`src/rtl/ula4_seq_pkg.sv`:
```
// Shared definitions for the ula4 command sequencer: command kinds,
// ALU opcode constants and FSM state encoding.
package ula4_seq_pkg;

    typedef enum logic [1:0] {
        KIND_EXEC  = 2'b00,
        KIND_LOAD  = 2'b01,
        KIND_CLEAR = 2'b10,
        KIND_NOP   = 2'b11
    } cmd_kind_t;

    typedef enum logic [1:0] {
        ST_IDLE = 2'd0,
        ST_EXEC = 2'd1,
        ST_RESP = 2'd2
    } state_t;

    localparam logic [3:0] OP_SUM  = 4'd0;
    localparam logic [3:0] OP_SUB  = 4'd1;
    localparam logic [3:0] OP_MULT = 4'd2;
    localparam logic [3:0] OP_DIV  = 4'd3;
    localparam logic [3:0] OP_EQ   = 4'd4;
    localparam logic [3:0] OP_GT   = 4'd5;
    localparam logic [3:0] OP_LT   = 4'd6;
    localparam logic [3:0] OP_NE   = 4'd7;
    localparam logic [3:0] OP_AND  = 4'd8;
    localparam logic [3:0] OP_NAND = 4'd9;
    localparam logic [3:0] OP_OR   = 4'd10;
    localparam logic [3:0] OP_NOR  = 4'd11;
    localparam logic [3:0] OP_XOR  = 4'd12;
    localparam logic [3:0] OP_XNOR = 4'd13;
    localparam logic [3:0] OP_NOTA = 4'd14;
    localparam logic [3:0] OP_NOTB = 4'd15;

    function automatic logic is_div_zero(input logic [3:0] op, input logic [3:0] b);
        return (op == OP_DIV) && (b == 4'd0);
    endfunction

endpackage

```
`src/rtl/ula4_seq.sv`:
```
// Accumulator sequencer driving the external combinational ula4 ALU.
// state   | meaning
// IDLE    | ready for a command; cmd_ready=1
// EXEC    | operands presented to ALU; accumulator/flags update at exit
// RESP    | result held on res_* until res_ready handshake
module ula4_seq
    import ula4_seq_pkg::*;
#(
    parameter int W     = 4,
    parameter int CNT_W = 8
) (
    input  logic             clk,
    input  logic             rst,
    input  logic             cmd_valid,
    output logic             cmd_ready,
    input  logic [1:0]       cmd_kind,
    input  logic [3:0]       cmd_op,
    input  logic [W-1:0]     cmd_b,
    output logic [W-1:0]     alu_a,
    output logic [W-1:0]     alu_b,
    output logic [3:0]       alu_op,
    input  logic [W-1:0]     alu_out,
    input  logic             alu_ov,
    output logic             res_valid,
    input  logic             res_ready,
    output logic [W-1:0]     res_data,
    output logic             res_ov,
    output logic             res_ov_sticky,
    output logic             res_dz,
    output logic [CNT_W-1:0] op_count
);

    state_t            state, state_nxt;
    cmd_kind_t         kind_q;
    logic [W-1:0]      acc_q, b_q;
    logic [3:0]        op_q;
    logic              ov_q, sticky_q, dz_q;
    logic [CNT_W-1:0]  cnt_q;

    always_ff @(posedge clk or posedge rst) begin
        if (rst) state <= ST_IDLE;
        else     state <= state_nxt;
    end

    always_comb begin
        state_nxt = state;
        cmd_ready = 1'b0;
        res_valid = 1'b0;
        case (state)
            ST_IDLE: begin
                cmd_ready = 1'b1;
                if (cmd_valid) state_nxt = ST_EXEC;
            end
            ST_EXEC: state_nxt = ST_RESP;
            ST_RESP: begin
                res_valid = 1'b1;
                if (res_ready) state_nxt = ST_IDLE;
            end
            default: state_nxt = ST_IDLE;
        endcase
    end

    // Command capture in IDLE, result commit on the single EXEC cycle.
    always_ff @(posedge clk or posedge rst) begin
        if (rst) begin
            kind_q   <= KIND_NOP;
            op_q     <= '0;
            b_q      <= '0;
            acc_q    <= '0;
            ov_q     <= 1'b0;
            sticky_q <= 1'b0;
            dz_q     <= 1'b0;
            cnt_q    <= '0;
        end else begin
            case (state)
                ST_IDLE: begin
                    if (cmd_valid) begin
                        kind_q <= cmd_kind_t'(cmd_kind);
                        op_q   <= cmd_op;
                        b_q    <= cmd_b;
                    end
                end
                ST_EXEC: begin
                    case (kind_q)
                        KIND_EXEC: begin
                            if (is_div_zero(op_q, b_q)) begin
                                dz_q <= 1'b1;
                                ov_q <= 1'b0;
                            end else begin
                                acc_q    <= alu_out;
                                ov_q     <= alu_ov;
                                sticky_q <= sticky_q | alu_ov;
                                dz_q     <= 1'b0;
                                cnt_q    <= cnt_q + CNT_W'(1);
                            end
                        end
                        KIND_LOAD: begin
                            acc_q <= b_q;
                            ov_q  <= 1'b0;
                            dz_q  <= 1'b0;
                        end
                        KIND_CLEAR: begin
                            acc_q    <= '0;
                            sticky_q <= 1'b0;
                            cnt_q    <= '0;
                            ov_q     <= 1'b0;
                            dz_q     <= 1'b0;
                        end
                        default: begin
                            ov_q <= 1'b0;
                            dz_q <= 1'b0;
                        end
                    endcase
                end
                default: ;
            endcase
        end
    end

    assign alu_a         = acc_q;
    assign alu_b         = b_q;
    assign alu_op        = op_q;
    assign res_data      = acc_q;
    assign res_ov        = ov_q;
    assign res_ov_sticky = sticky_q;
    assign res_dz        = dz_q;
    assign op_count      = cnt_q;

endmodule

```
`config.mk`:
```
export PLATFORM = sky130hd
export DESIGN_NAME = ula4_seq
export DESIGN_NICKNAME = d
export VERILOG_FILES = /design/src/rtl/ula4_seq_pkg.sv /design/src/rtl/ula4_seq.sv
export SDC_FILE = /design/constraint.sdc
export NUM_CORES = 1
export LEC_CHECK = 0
export CORE_ASPECT_RATIO = 1.25
export CORE_MARGIN = 2
export CORE_UTILIZATION = 40
export DETAILED_ROUTE_END_ITERATION = 6
export PLACE_DENSITY = 0.78
export RECOVER_POWER = 100
export SETUP_SLACK_MARGIN = 0.02
export SKIP_CTS_REPAIR_TIMING = 1
export SYNTH_ARGS = -nofsm -noshare
export SYNTH_HDL_FRONTEND = slang
export SYNTH_SLANG_ARGS = --single-unit
```
`constraint.sdc`:
```
create_clock -name clk -period 2.09 [get_ports clk]
set_clock_uncertainty 0.1 [all_clocks]
set_input_delay 0.418 -clock clk [delete_from_list [all_inputs] [get_ports clk]]
set_output_delay 0.418 -clock clk [all_outputs]
set_load 0.01 [all_outputs]
```
[Word level (Yosys, flattened, before mapping)]
Cells that the tools add are included.
Operators by class
  $add $sub $neg: 1
  eq/ne operators: 8
  muxes and demuxes: 15
  bitwise gates (word level): 1
  reduce and logical (&&, ||, !) cells: 10
Operators by type and width (count)
  one-hot mux 8 bit (2 select lines): 1
  one-hot mux 4 bit (3 select lines): 1
  adder 8 x 1 -> 8 bit (second input constant): 1
  2-to-1 mux 8 bit: 1
  2-to-1 mux 1 bit: 7
  != test 2 bit (second input constant): 3
  one-hot mux 2 bit (3 select lines): 1
  AND reduction 3 bit: 2
  equality test 2 x 1 -> 1 bit (second input constant): 2
  equality test 2 bit (second input constant): 2
  equality test 4 x 2 -> 1 bit (second input constant): 1
  zero test 2 bit: 2
  zero test 4 bit: 1
  2-to-1 mux 2 bit: 2
  2-to-1 mux 4 bit: 1
  AND reduction 2 bit: 2
  nonzero test 3 bit: 1
  one-hot mux 1 bit (2 select lines): 1
  nonzero test 2 bit: 1
  logical AND 1 bit: 1
  bitwise OR 1 bit: 1
Word-level totals
  register bits: 27
  input bits: 19
  output and inout port bits: 29
  word-level logic and storage cells: 44

[Depth between registers and ports, before layout]
  depth after elaboration: 4
  depth in mapped cells: 7
  gate-level depth less buffers: 6

[Worst setup path after synthesis]
Ideal clock, no wire load.
  path type: register to register
  from: register kind_q[0]
  to: register acc_q[0] (netlist: alu_a[0])
  setup time: 0.125 ns
  arrival time: 1.617 ns
  data required time: 1.865 ns
  setup slack: 0.248 ns
  stages on the path, launching flop included: 6
  buffers on the path: 0
  clock period less this slack: 1.842 ns
  path through: dfstp_2 -> inv_1 -> ha_1 -> and3_4 -> nor3_4 -> mux2_4
On the way
  cells in the longest elaborated chain, start to end: 3
  elaborated cells between the ends (all ways): 7
  those cells by class: eq/ne (3); mux (1); reduce/logical (3)
RTL lines
  start, declared: line ula4_seq.sv:34  | cmd_kind_t kind_q;
  start signal, assigned: line ula4_seq.sv:78  | kind_q <= cmd_kind_t'(cmd_kind);
  equality test 2 bit, or another cell as far along: line ula4_seq.sv:84  | case (kind_q)
  nonzero test 3 bit (no source line) or != test 2 bit (tied branches)
  AND reduction 3 bit (no source line)
  end signal, assigned: line ula4_seq.sv:90  | acc_q <= alu_out;
  end signal, assigned: line ula4_seq.sv:98  | acc_q <= b_q;
  end, declared: line ula4_seq.sv:35  | logic [W-1:0] acc_q, b_q;
Several ways; a longest one is shown, not always the timed one.
A chain may end at the register's enable or synchronous reset.

[Final worst setup path]
  from: register state[0]
  to: output res_valid
On the way
  cells in the longest elaborated chain, start to end: 2
RTL lines
  start, declared: line ula4_seq.sv:33  | state_t state, state_nxt;
  start signal, assigned: line ula4_seq.sv:42  | else state <= state_nxt;
  equality test 2 bit: line ula4_seq.sv:49  | case (state)
  2-to-1 mux 1 bit: line ula4_seq.sv:49
  end, declared: line ula4_seq.sv:24  | output logic res_valid,
Every way passes these cells.

==> flow_metrics.env <==
export IMPL_placed_area_mm2=0.00188
export IMPL_fin_crit_ps=1970
export IMPL_first_iter_violations=27
export IMPL_synth_area_top_cells="dfrtp_1 45%, mux2_2 7.3%, o21ai_0 5.4%"
export IMPL_via_per_inst=5.43
export IMPL_arrival_ps=1450
export IMPL_crit_path_start_kind="register"
export IMPL_hold_viol_final=0
export IMPL_status="complete, no violations"
export IMPL_syn_avg_cell_area_um2=11.6
export IMPL_dp_slack_ps=97.9
export IMPL_slew_violations=0
export IMPL_hpwl_mm=2.30
export IMPL_grt_overflow=0
export IMPL_yosys_top_cells_count="25 x dfrtp_1, 15 x o21ai_0, 10 x inv_1"
export IMPL_die_y_um=70.0
export IMPL_rows=24
export IMPL_setup_viol=0
export IMPL_cellLeakagePower_nw=0.854
export IMPL_grt_max_degree=28
export IMPL_clock_path_buffers=2
export IMPL_track_usage_pct=15.9
export IMPL_fin_nets=191
export IMPL_max_freq_mhz=509
export IMPL_root_buffer="clkbuf_8"
export IMPL_io_pins=48
export IMPL_ys_ff_latch=27
export IMPL_ys_seq_area_share_pct=48.6
export IMPL_peakVddDrop_mv=0.814
export IMPL_layoutNonFillerInstCount=205
export IMPL_post_drt_wl_per_cell_um=14.5
export IMPL_reg2regPathDepth=5
export IMPL_clk_insertion_delay_late_ps=270
export IMPL_synth_top_area_cell="dfrtp_1"
export IMPL_io_buffers=47
export IMPL_grt_pass1_wl_mm=5.17
export IMPL_synth_top_cell_area_share_pct=44.8
export IMPL_syn_num_nets=144
export IMPL_async_flop_share_pct=100
export IMPL_setup_tns_ps=0
export IMPL_end_kind="output pin"
export IMPL_ys_types=34
export IMPL_syn_to_final_growth_pct=36.1
export IMPL_synth_most_common_cell="dfrtp_1"
export IMPL_clock_sinks=27
export IMPL_n_antenna_cell=0
export IMPL_path_max_fanout=3
export IMPL_syn_inst=120
export IMPL_grt_pass1_vias=1137
export IMPL_syn_area_mm2=0.00140
export IMPL_hp_class="reg -> reg"
export IMPL_fin_ws_ps=124
export IMPL_tritoncts="built"
export IMPL_place_congestion=0.736
export IMPL_drt_pre_antenna_iters=4
export IMPL_relSlewSlack_pct=56.4
export IMPL_synth_edf_count=0
export IMPL_period_share_pct=94.0
export IMPL_vias=1113
export IMPL_rsz0062_at_grt="no"
export IMPL_path_clk_slew_ps=90
export IMPL_criticalPathCategory="reg -> out"
export IMPL_drv_cap=0
export IMPL_cts_max_level=1
export IMPL_synth_ff_type="dfrtp_1"
export IMPL_drc=0
export IMPL_worstHoldPathCells=1
export IMPL_worst_slew_pin_slew_ps=654
export IMPL_final_design_area_no_fill_mm2=0.00190
export IMPL_coreArea_mm2=0.00342
export IMPL_die_area_mm2=0.00398
export IMPL_drive_gt1_share_pct=12.7
export IMPL_start_util_pct=40.8
export IMPL_dieWidth_um=56.8
export IMPL_power_density_mw_per_mm2=1240
export IMPL_wl_mm=2.97
export IMPL_yosys_warnings=0
export IMPL_cts_buffers=3
export IMPL_dp_cells=201
export IMPL_worst_endpoint_required_ps=1570
export IMPL_antenna_left=0
export IMPL_antenna_found_initial=0
==> final cells by class <==
type / count / area [µm²]
Inverter: 10 / 37.5
Clock inverter: 1 / 5.00
Clock buffer: 3 / 41.3
Multi-Input combinational cell: 76 / 608
Timing Repair Buffer: 49 / 479
Fill cell: 320 / 1530
Sequential cell: 27 / 678
Tap cell: 39 / 48.8
==> placed cells by master (no fill, tap or decap) <==
cell type / count
and3_4: 1
mux2_2: 9
clkbuf_1: 1
o22a_1: 2
a32o_1: 1
or4b_1: 1
and2_0: 1
nor4_4: 1
nand2b_4: 1
a31oi_1: 4
dfrtp_1: 25
clkdlybuf4s50_1: 19
nand4_1: 1
nand3_1: 7
nor2_1: 3
nor4bb_4: 1
ha_1: 5
clkbuf_2: 1
nor3_4: 1
o21ai_0: 15
nand3b_1: 1
nor2b_1: 2
dfstp_2: 2
nand2_1: 4
a311o_1: 1
a2111o_1: 1
mux2_1: 4
inv_1: 10
and3_1: 3
a21oi_1: 1
o31ai_1: 3
nand2b_1: 2
dlygate4sd3_1: 28
clkinv_2: 1
clkbuf_8: 3
==> state kept, by name, indices dropped and copies added, names as in the netlist <==
signal and count:
state 2, kind_q 2, res_ov 1, res_ov_sticky 1
res_dz 1, alu_a 4, alu_b 4, op_count 8
alu_op 4
==> metrics by stage <==
step	utilization (%)	power (mW)	hold WS [ps]
final	55.4	2.36	413
after global routing	55.4	2.52	440
after CTS	56.3	2.53	420
after detailed placement	54.9	2.23	404
after global placement	54.9	2.17	390
after floorplan	-	1.67	369
==> worst max-delay path, stage by stage (launching register included) <==
cell             delay (ps)
dfrtp_1                 430
nand2b_1                170
inv_1                    50
clkdlybuf4s50_1         520
==> path summary, 6_finish.rpt <==
path                            from     endpoint  slack (ps)
setup / recovery            state[0]    res_valid         120
hold / removal                res_ov       res_ov         410
setup reg to reg           kind_q[0]     alu_a[3]         130
hold reg to reg               res_ov       res_ov         410
max in group asynchronous        rst  op_count[5]         810
min in group asynchronous        rst  op_count[4]         650
==> cell families after synthesis <==
family | after synthesis | share of synthesized area [%]
adder cells (fa/ha/maj) | 5 | 4.48
AND/OR/NAND/NOR | 30 | 16.0
flip-flops | 27 | 48.6
buffers and inverters | 17 | 6.28
multiplexers | 13 | 11.6
AO/OA/AOI/OAI | 28 | 13.1
==> power by group <==
group	internal, mW	switching [mW]
logic	0.610	0.532
registers	0.727	0.195
clock network	0.134	0.165
==> metal layers <==
layer	GRT usage, %	wire length (µm)	up-vias
met5	0	0	-
met4	3.62	28	0
met3	1.85	136	4
met2	29.2	1680	32
met1	19.7	1120	560
li1	-	-	517
Power figures use the tool's default switching activity.
